[config.mk]
export PLATFORM = sky130hd
export DESIGN_NAME = tqv_bus_arbiter
export DESIGN_NICKNAME = d
export VERILOG_FILES = /design/src/rtl/tqv_arb_pkg.sv /design/src/rtl/tqv_rr_pick.sv /design/src/rtl/tqv_bus_arbiter.sv
export SDC_FILE = /design/constraint.sdc
export NUM_CORES = 1
export LEC_CHECK = 0
export CORE_MARGIN = 3
export CORE_UTILIZATION = 38
export DETAILED_ROUTE_END_ITERATION = 8
export PLACE_DENSITY_LB_ADDON = 0.3
export SKIP_CTS_REPAIR_TIMING = 1
export SYNTH_ARGS = -nofsm -noshare
export SYNTH_HDL_FRONTEND = slang
export SYNTH_SLANG_ARGS = --single-unit
[constraint.sdc]
create_clock -name clk -period 2 [get_ports clk]
set_input_delay 0.3 -clock clk [delete_from_list [all_inputs] [get_ports clk]]
set_output_delay 0.3 -clock clk [all_outputs]
set_load 0.02 [all_outputs]
[src/rtl/tqv_arb_pkg.sv]
// Shared definitions for the TinyQV peripheral bus arbiter.
//   - Transaction width codes (also the strobe encodings on data_write_n/data_read_n).
//   - Arbiter FSM state type.
//   - read_mask(): keep-mask for read data of a given transaction width.
package tqv_arb_pkg;

  localparam logic [1:0] TXN_BYTE = 2'b00;
  localparam logic [1:0] TXN_HALF = 2'b01;
  localparam logic [1:0] TXN_WORD = 2'b10;
  localparam logic [1:0] TXN_NONE = 2'b11;  // illegal request / idle strobe

  // Widest data bus the mask helper supports.
  localparam int unsigned MaskW = 64;

  typedef enum logic [1:0] {
    StIdle,
    StWr,
    StRd,
    StResp
  } arb_state_e;

  function automatic logic [MaskW-1:0] read_mask(input logic [1:0] txn);
    logic [MaskW-1:0] mask;
    case (txn)
      TXN_BYTE: mask = MaskW'(16'h00ff);
      TXN_HALF: mask = MaskW'(16'hffff);
      default:  mask = '1;
    endcase
    return mask;
  endfunction

endpackage

[src/rtl/tqv_rr_pick.sv]
// Two-way round-robin picker (purely combinational).
//   req[1:0] : pending requests
//   last     : most recently granted requester
//   valid    : at least one request pending
//   idx      : winning requester; on a tie the one that was not granted last
module tqv_rr_pick (
  input  logic [1:0] req,
  input  logic       last,
  output logic       valid,
  output logic       idx
);

  always_comb begin
    valid = |req;
    idx   = (&req) ? ~last : req[1];
  end

endmodule

[src/rtl/tqv_bus_arbiter.sv]
// Two-requester arbiter/sequencer for the TinyQV peripheral register bus.
// Grants one transaction at a time (round robin), drives registered bus strobes with
// TinyQV timing and returns width-masked read data with a one-cycle ack pulse.
//
// Ports:
//   clk, rst                     : clock, synchronous active-high reset
//   req_i/addr_i/wdata_i/we_i/txn_i : per-requester request (held until ack)
//   ack_o/rdata_o/err_o          : per-requester completion, data valid while ack high
//   address/data_in              : bus address / write data (registered)
//   data_write_n/data_read_n     : bus strobes, 2'b11 = idle (registered)
//   data_out/data_ready          : peripheral read data and its valid
//
// Build option: define ARB_TIMEOUT_EN to abort a read with err after TIMEOUT cycles
// without data_ready. Without it, a read waits indefinitely.
module tqv_bus_arbiter
  import tqv_arb_pkg::*;
#(
  parameter int unsigned ADDR_W  = 6,
  parameter int unsigned DATA_W  = 32,
  parameter int unsigned TIMEOUT = 255
) (
  input  logic                   clk,
  input  logic                   rst,
  input  logic [1:0]             req_i,
  input  logic [1:0][ADDR_W-1:0] addr_i,
  input  logic [1:0][DATA_W-1:0] wdata_i,
  input  logic [1:0]             we_i,
  input  logic [1:0][1:0]        txn_i,
  output logic [1:0]             ack_o,
  output logic [1:0][DATA_W-1:0] rdata_o,
  output logic [1:0]             err_o,
  output logic [ADDR_W-1:0]      address,
  output logic [DATA_W-1:0]      data_in,
  output logic [1:0]             data_write_n,
  output logic [1:0]             data_read_n,
  input  logic [DATA_W-1:0]      data_out,
  input  logic                   data_ready
);

  arb_state_e state_q, state_d;
  logic       last_q, last_d;
  logic       idx_q, idx_d;
  logic [1:0] txn_q, txn_d;

  logic [ADDR_W-1:0]      address_d;
  logic [DATA_W-1:0]      data_in_d;
  logic [1:0]             write_n_d, read_n_d;
  logic [1:0]             ack_d, err_d;
  logic [1:0][DATA_W-1:0] rdata_d;

  logic pick_valid, pick_idx;

  logic [MaskW-1:0]  full_mask;
  logic [DATA_W-1:0] rd_mask;

  tqv_rr_pick u_pick (
    .req   (req_i),
    .last  (last_q),
    .valid (pick_valid),
    .idx   (pick_idx)
  );

  assign full_mask = read_mask(txn_q);
  assign rd_mask   = full_mask[DATA_W-1:0];

  if (DATA_W < MaskW) begin : g_mask_hi
    logic unused_mask_hi;
    assign unused_mask_hi = ^full_mask[MaskW-1:DATA_W];
  end

`ifdef ARB_TIMEOUT_EN
  localparam logic [7:0] TimeoutLast = 8'(TIMEOUT - 1);
  logic [7:0] cnt_q, cnt_d;
`else
  logic [31:0] unused_timeout;
  assign unused_timeout = 32'(TIMEOUT);
`endif

  always_comb begin
    state_d   = state_q;
    last_d    = last_q;
    idx_d     = idx_q;
    txn_d     = txn_q;
    address_d = address;
    data_in_d = data_in;
    write_n_d = data_write_n;
    read_n_d  = data_read_n;
    ack_d     = '0;
    err_d     = '0;
    rdata_d   = '0;
`ifdef ARB_TIMEOUT_EN
    cnt_d     = cnt_q;
`endif

    unique case (state_q)
      StIdle: begin
        if (pick_valid) begin
          last_d    = pick_idx;
          idx_d     = pick_idx;
          txn_d     = txn_i[pick_idx];
          address_d = addr_i[pick_idx];
          data_in_d = wdata_i[pick_idx];
          if (txn_i[pick_idx] == TXN_NONE) begin
            // No bus cycle: answer straight away with an error.
            state_d        = StResp;
            ack_d[pick_idx] = 1'b1;
            err_d[pick_idx] = 1'b1;
          end else if (we_i[pick_idx]) begin
            state_d   = StWr;
            write_n_d = txn_i[pick_idx];
          end else begin
            state_d  = StRd;
            read_n_d = txn_i[pick_idx];
`ifdef ARB_TIMEOUT_EN
            cnt_d    = '0;
`endif
          end
        end
      end
      StWr: begin
        state_d      = StResp;
        write_n_d    = TXN_NONE;
        ack_d[idx_q] = 1'b1;
      end
      StRd: begin
        if (data_ready) begin
          state_d        = StResp;
          read_n_d       = TXN_NONE;
          ack_d[idx_q]   = 1'b1;
          rdata_d[idx_q] = data_out & rd_mask;
`ifdef ARB_TIMEOUT_EN
        end else if (cnt_q == TimeoutLast) begin
          state_d      = StResp;
          read_n_d     = TXN_NONE;
          ack_d[idx_q] = 1'b1;
          err_d[idx_q] = 1'b1;
        end else begin
          cnt_d = cnt_q + 8'd1;
`endif
        end
      end
      StResp: begin
        // Ack is visible this cycle; the requester updates req at the closing edge.
        state_d = StIdle;
      end
      default: state_d = StIdle;
    endcase
  end

  always_ff @(posedge clk) begin
    if (rst) begin
      state_q      <= StIdle;
      last_q       <= 1'b1;
      idx_q        <= 1'b0;
      txn_q        <= TXN_NONE;
      address      <= '0;
      data_in      <= '0;
      data_write_n <= TXN_NONE;
      data_read_n  <= TXN_NONE;
      ack_o        <= '0;
      err_o        <= '0;
      rdata_o      <= '0;
`ifdef ARB_TIMEOUT_EN
      cnt_q        <= '0;
`endif
    end else begin
      state_q      <= state_d;
      last_q       <= last_d;
      idx_q        <= idx_d;
      txn_q        <= txn_d;
      address      <= address_d;
      data_in      <= data_in_d;
      data_write_n <= write_n_d;
      data_read_n  <= read_n_d;
      ack_o        <= ack_d;
      err_o        <= err_d;
      rdata_o      <= rdata_d;
`ifdef ARB_TIMEOUT_EN
      cnt_q        <= cnt_d;
`endif
    end
  end

endmodule

Yosys cells after proc, flatten, opt, wreduce, memory -nomap -nowiden --
Cells that the tools add are included.
Storage, ports and cells: flip-flop bits (word level) 116, bits in latches 0, RAM bits 0, ROM bits 0, input bits 119, output and inout bits 110, word-level logic and storage cells 79, memories kept 0
Operators by class: add/sub/neg operators 0, $mul 0, divide/modulo/power cells 0, magnitude comparators 4, equal/unequal tests 10, shift-type cells 0, mux-type cells 33, bitwise operators 6, reductions and logical operators 14
Operators by type and width (number):
- $mux W32 | 3
- $and A64 B64 Y64 | 1
- $pmux W32 S2 | 1
- $and A32 B32 Y32 | 1
- $demux W32 S1 | 1
- $mux W2 | 15
- $mux W6 | 2
- $ne A2 B2 Y1 const B | 5
- $pmux W2 S2 | 2
- $pmux W2 S4 | 1
- $eq A2 B2 Y1 const B | 3
- $pmux W2 S3 | 1
- $reduce_and A2 Y1 | 3
- $mux W1 | 5
- $reduce_and A5 Y1 | 1
- $eq A2 B1 Y1 const B | 2
- $logic_not A2 Y1 | 2
- $lt A1 B2 Y1 const B | 2
- $not A1 Y1 | 4
- $reduce_and A4 Y1 | 1
- $reduce_bool A2 Y1 | 2
- $reduce_or A2 Y1 | 2
- $reduce_or A3 Y1 | 1
- $demux W1 S1 | 2
- other kinds (2) | 4

Longest topological paths before layout --
depth in word-level cells 9, mapped depth 8, depth with buffers taken out 6

Cells and area by module --
A second synthesis with hierarchy kept.
Unflattened totals: cells, all modules 419, area total of the unflattened synthesis 4134.0 µm²
Modules (own cells, without submodules):
- tqv_bus_arbiter | times used 1, cells each 417, area an instance 4120.2 µm², seq. area each 2322.2 µm²
- tqv_rr_pick | times used 1, cells each 2, area an instance 13.8 µm², seq. area each 0.0 µm²

Worst setup path after synthesis --
OpenSTA, ideal clock, no wires.
kind reg-to-reg, start reg state_q[0], end reg address[0], library setup time 138 ps, data arrival time 1395 ps, required time 1862 ps, path slack 468 ps, cell stages (with the launch flop) 8, buffers on the path 3, clock period less this slack 1532 ps, cell sequence dfxtp_1 > inv_1 > ha_1 > buf_4 > o21a_1 > buf_2 > buf_1 > a211oi_1
Between the ends: longest elaborated chain between the ends 2
RTL lines:
- start: declaration | RTL line tqv_bus_arbiter.sv:40 | arb_state_e state_q, state_d;
- start signal: assignment | RTL line tqv_bus_arbiter.sv:152 | state_q <= StIdle;
- start signal: assignment | RTL line tqv_bus_arbiter.sv:167 | state_q <= state_d;
- $logic_not A2 Y1 | RTL line tqv_bus_arbiter.sv:95 | unique case (state_q)
- $reduce_and A2 Y1 (no source line)
- end signal: assignment | RTL line tqv_bus_arbiter.sv:171 | address <= address_d;
- end: declaration | RTL line tqv_bus_arbiter.sv:32 | output logic [ADDR_W-1:0] address,
Every way passes these cells. A chain may end at the register's enable or synchronous reset.

Worst setup path after layout --
start reg data_read_n[0], end out data_read_n[0]
RTL lines:
- start: declaration | RTL line tqv_bus_arbiter.sv:35 | output logic [1:0] data_read_n,
- start signal: assignment | RTL line tqv_bus_arbiter.sv:174 | data_read_n <= read_n_d;
No word-level cell between the ends.

==> flow_metrics.env <==
export IMPL_start_kind="flop"
export IMPL_p_leak_nw=2.83
export IMPL_wirelength_mm=11.7
export IMPL_clk_pin_slew_worst_paths_ps=60
export IMPL_finalWorstSetupSlack_ps=207
export IMPL_ant_nets=0
export IMPL_die_h_um=110
export IMPL_start_util_pct=39.4
export IMPL_endpoint_kind="output pin"
export IMPL_cts_tree="built"
export IMPL_switching_share_pct=31.5
export IMPL_r2r_start="state_q[0]"
export IMPL_multi_input_area_um2=1650
export IMPL_status="completed"
export IMPL_synth_cells=414
export IMPL_vias=3798
export IMPL_grt_start_max_net_pins=63
export IMPL_post_place_cells=764
export IMPL_ys_seq_area_share_pct=56.3
export IMPL_vdd_ir_drop_max_mv=0.761
export IMPL_avgViaCountPerCell=4.77
export IMPL_antenna_found_initial=0
export IMPL_synthesis_nets=538
export IMPL_clock_sinks=116
export IMPL_die_x_um=110
export IMPL_synthXorXnorAreaFrac_pct=0
export IMPL_finalNonFillerCells=796
export IMPL_worstHoldStart="rst"
export IMPL_synth_compound_area_share_pct=10.9
export IMPL_drtPass1Iterations=5
export IMPL_fillers=829
export IMPL_post_route_drc_count=0
export IMPL_clock_latency_ps=500
export IMPL_syn2layout_area_growth_pct=73.5
export IMPL_seq_area_um2=2320
export IMPL_grt_pass1_vias=3741
export IMPL_max_slew_margin_pct=71.9
export IMPL_yosys_area_share_adder_pct=1.52
export IMPL_htreeDepth=4
export IMPL_drive_gt1_share_pct=8.18
export IMPL_synth_edf_count=0
export IMPL_synth_mux_area_share_pct=10.8
export IMPL_slowest_stage="clkdlybuf4s50_1"
export IMPL_holdWs_ps=243
export IMPL_syn_avg_cell_area_um2=9.96
export IMPL_critPathArrivalTime_ps=1490
export IMPL_fin_tns_setup_ps=0
export IMPL_ys_types=35
export IMPL_cts_max_path_buffers=2
export IMPL_tightest_slew_ps=421
export IMPL_antennaDiodeCount=0
export IMPL_powerDensity_nw_per_um2=1220
export IMPL_fp_dieArea_um2=12100
export IMPL_crit_fanout=2
export IMPL_combPwrFrac_pct=32.9
export IMPL_hold_violations=0
export IMPL_max_freq_mhz=558
export IMPL_worst_setup_path_type="reg2out"
export IMPL_dp_hpwl_mm=8.85
export IMPL_p_clk_share_pct=33.8
export IMPL_crit_start="data_read_n[0]"
export IMPL_path_cells="clkdlybuf4s50_1"
export IMPL_cts_root_buf="clkbuf_8"
export IMPL_skew_ps=8.90
export IMPL_cts_made_buffers=17
export IMPL_place_ws_ps=16.1
export IMPL_drv_cap=0
export IMPL_rsz0062_at_grt="false"
export IMPL_ios=229
export IMPL_syn_area_um2=4130
export IMPL_grt_overflow=0
export IMPL_grt_usage_pct=19.1
export IMPL_io_buffers=228
export IMPL_rows=37
export IMPL_worst_path_buf_inv=1
export IMPL_synthArstFlopShare_pct=0
export IMPL_crit_family="buffers and inverters"
export IMPL_ys_seq_elements=116
export IMPL_crit_required_ps=1700
export IMPL_min_period_over_period_pct=89.7
export IMPL_maxSlewViolCount=0
export IMPL_setup_violations=0
export IMPL_synth_warnings=0
export IMPL_grt_pass1_wl_mm=17.6
export IMPL_internal_power_mw=5.98
export IMPL_switchingPower_mw=2.75
export IMPL_fin_crit_ps=1790
export IMPL_worst_path_largest_cell_delay_ps=640
export IMPL_core_area_um2=10500
export IMPL_wl_per_cell_um=14.7
export IMPL_first_iter_violations=196
export IMPL_power_mw=8.74
export IMPL_synth_main_ff_cell="dfxtp_1"
export IMPL_gp_congestion=0.790
export IMPL_synth_top_family_by_area="simple AND/OR/NAND/NOR gates"
export IMPL_yosys_area_share_simple_pct=16.6
export IMPL_worstHoldPathType="in2reg"
export IMPL_p_seq_share_pct=33.2
export IMPL_nNetsFinal=771
==> registers in the layout, indices dropped and copies added (netlist names) <==
| signal | cells |
|---|---|
| idx_q | 1 |
| data_in | 32 |
| state_q | 2 |
| last_q | 1 |
| err_o | 2 |
| rdata_o | 64 |
| address | 6 |
| ack_o | 2 |
| data_read_n | 2 |
| data_write_n | 2 |
| txn_q | 2 |
==> metal layers <==
metal  vias up  part of all wire, %  GRT usage [%]
met1      1703                   38           19.3
met4         0                  1.7           7.30
met5         -                    0              0
met2       185                   49           34.7
li1       1894                    -              -
met3        16                   11           7.92
==> power by group through the flow <==
stage	Sequential, mW	Clock [mW]	Combinational [mW]
after floorplan	3.33	0	1.25
after global placement	2.93	0	2.83
after detailed placement	2.95	0	2.88
after CTS	2.91	3.01	2.90
after global routing	2.95	3.11	3.14
final	2.90	2.96	2.88
==> cells in the final DEF, fill, tap and decap left out, drive strengths merged <==
master         instances
o32a                   1
clkbuf                19
or3                    1
o21a                   1
bufinv                 3
nor2b                  4
o21ai                  1
nand2                 27
nor3b                  3
a21boi                 3
nand2b                 1
and2                   8
nand4                  1
a2bb2oi                3
a211oi                41
clkinv                 7
nor3                   5
or2                    2
ha                     5
mux2i                 44
inv                    2
nor4                   2
clkdlybuf4s50        227
a211o                  2
a22oi                  1
clkinvlp               3
a21oi                  6
a31oi                  1
and3                   8
nor2                  96
buf                   16
dfxtp                116
==> kinds of logic (layout without fill, tap and decap cells) <==
kind of cell,count (synthesis),count (layout)
simple gates,158,158
flops,116,116
compound gates,60,60
mux,44,44
buf+inv,31,277
fa+ha+maj,5,5
==> synth_stat cells (3+ instances only) <==
cell      number  area, um^2
and2_1         8        50.1
a211oi_1      41         308
buf_6          5        56.3
ha_1           5        62.6
dfxtp_1      116        2320
mux2i_1       43         430
buf_2          3        15.0
buf_1          5        18.8
nor2b_1        4        25.0
nor3b_1        3        22.5
and3_1         8        50.1
clkbuf_1      15        56.3
nor2_1        96         360
nor3_1         5        25.0
a21oi_1        6        30.0
nand2_1       27         101
==> metrics by stage <==
step                      cell area [um^2]  util [%]
final                                 7160      68.4
after global routing                  7160      68.4
after floorplan                       4130         -
after detailed placement              6570      62.7
after global placement                6570      62.7
after CTS                             7160      68.4
==> worst min-delay path, stage by stage <==
cell and delay (ps):
buf_2 100, buf_4 230, a211oi_1 60
==> worst paths after layout <==
| check | cells after the start | slack [ps] | to |
|---|---|---|---|
| max | 1 | 210 | data_read_n[0] |
| min | 3 | 240 | address[3] |
| min reg2reg | 1 | 460 | txn_q[0] |
| max reg2reg | 6 | 270 | data_in[15] |
==> final cells by class <==
cell class	instances	area share (%)
Clock inverter	13	2.22
Timing Repair Buffer	243	33.7
Sequential cell	116	32.5
Multi-Input combinational cell	267	23.1
Inverter	2	0.105
Clock buffer	19	6.03
Tap cell	136	2.38
(Power assumes the default switching activity.)
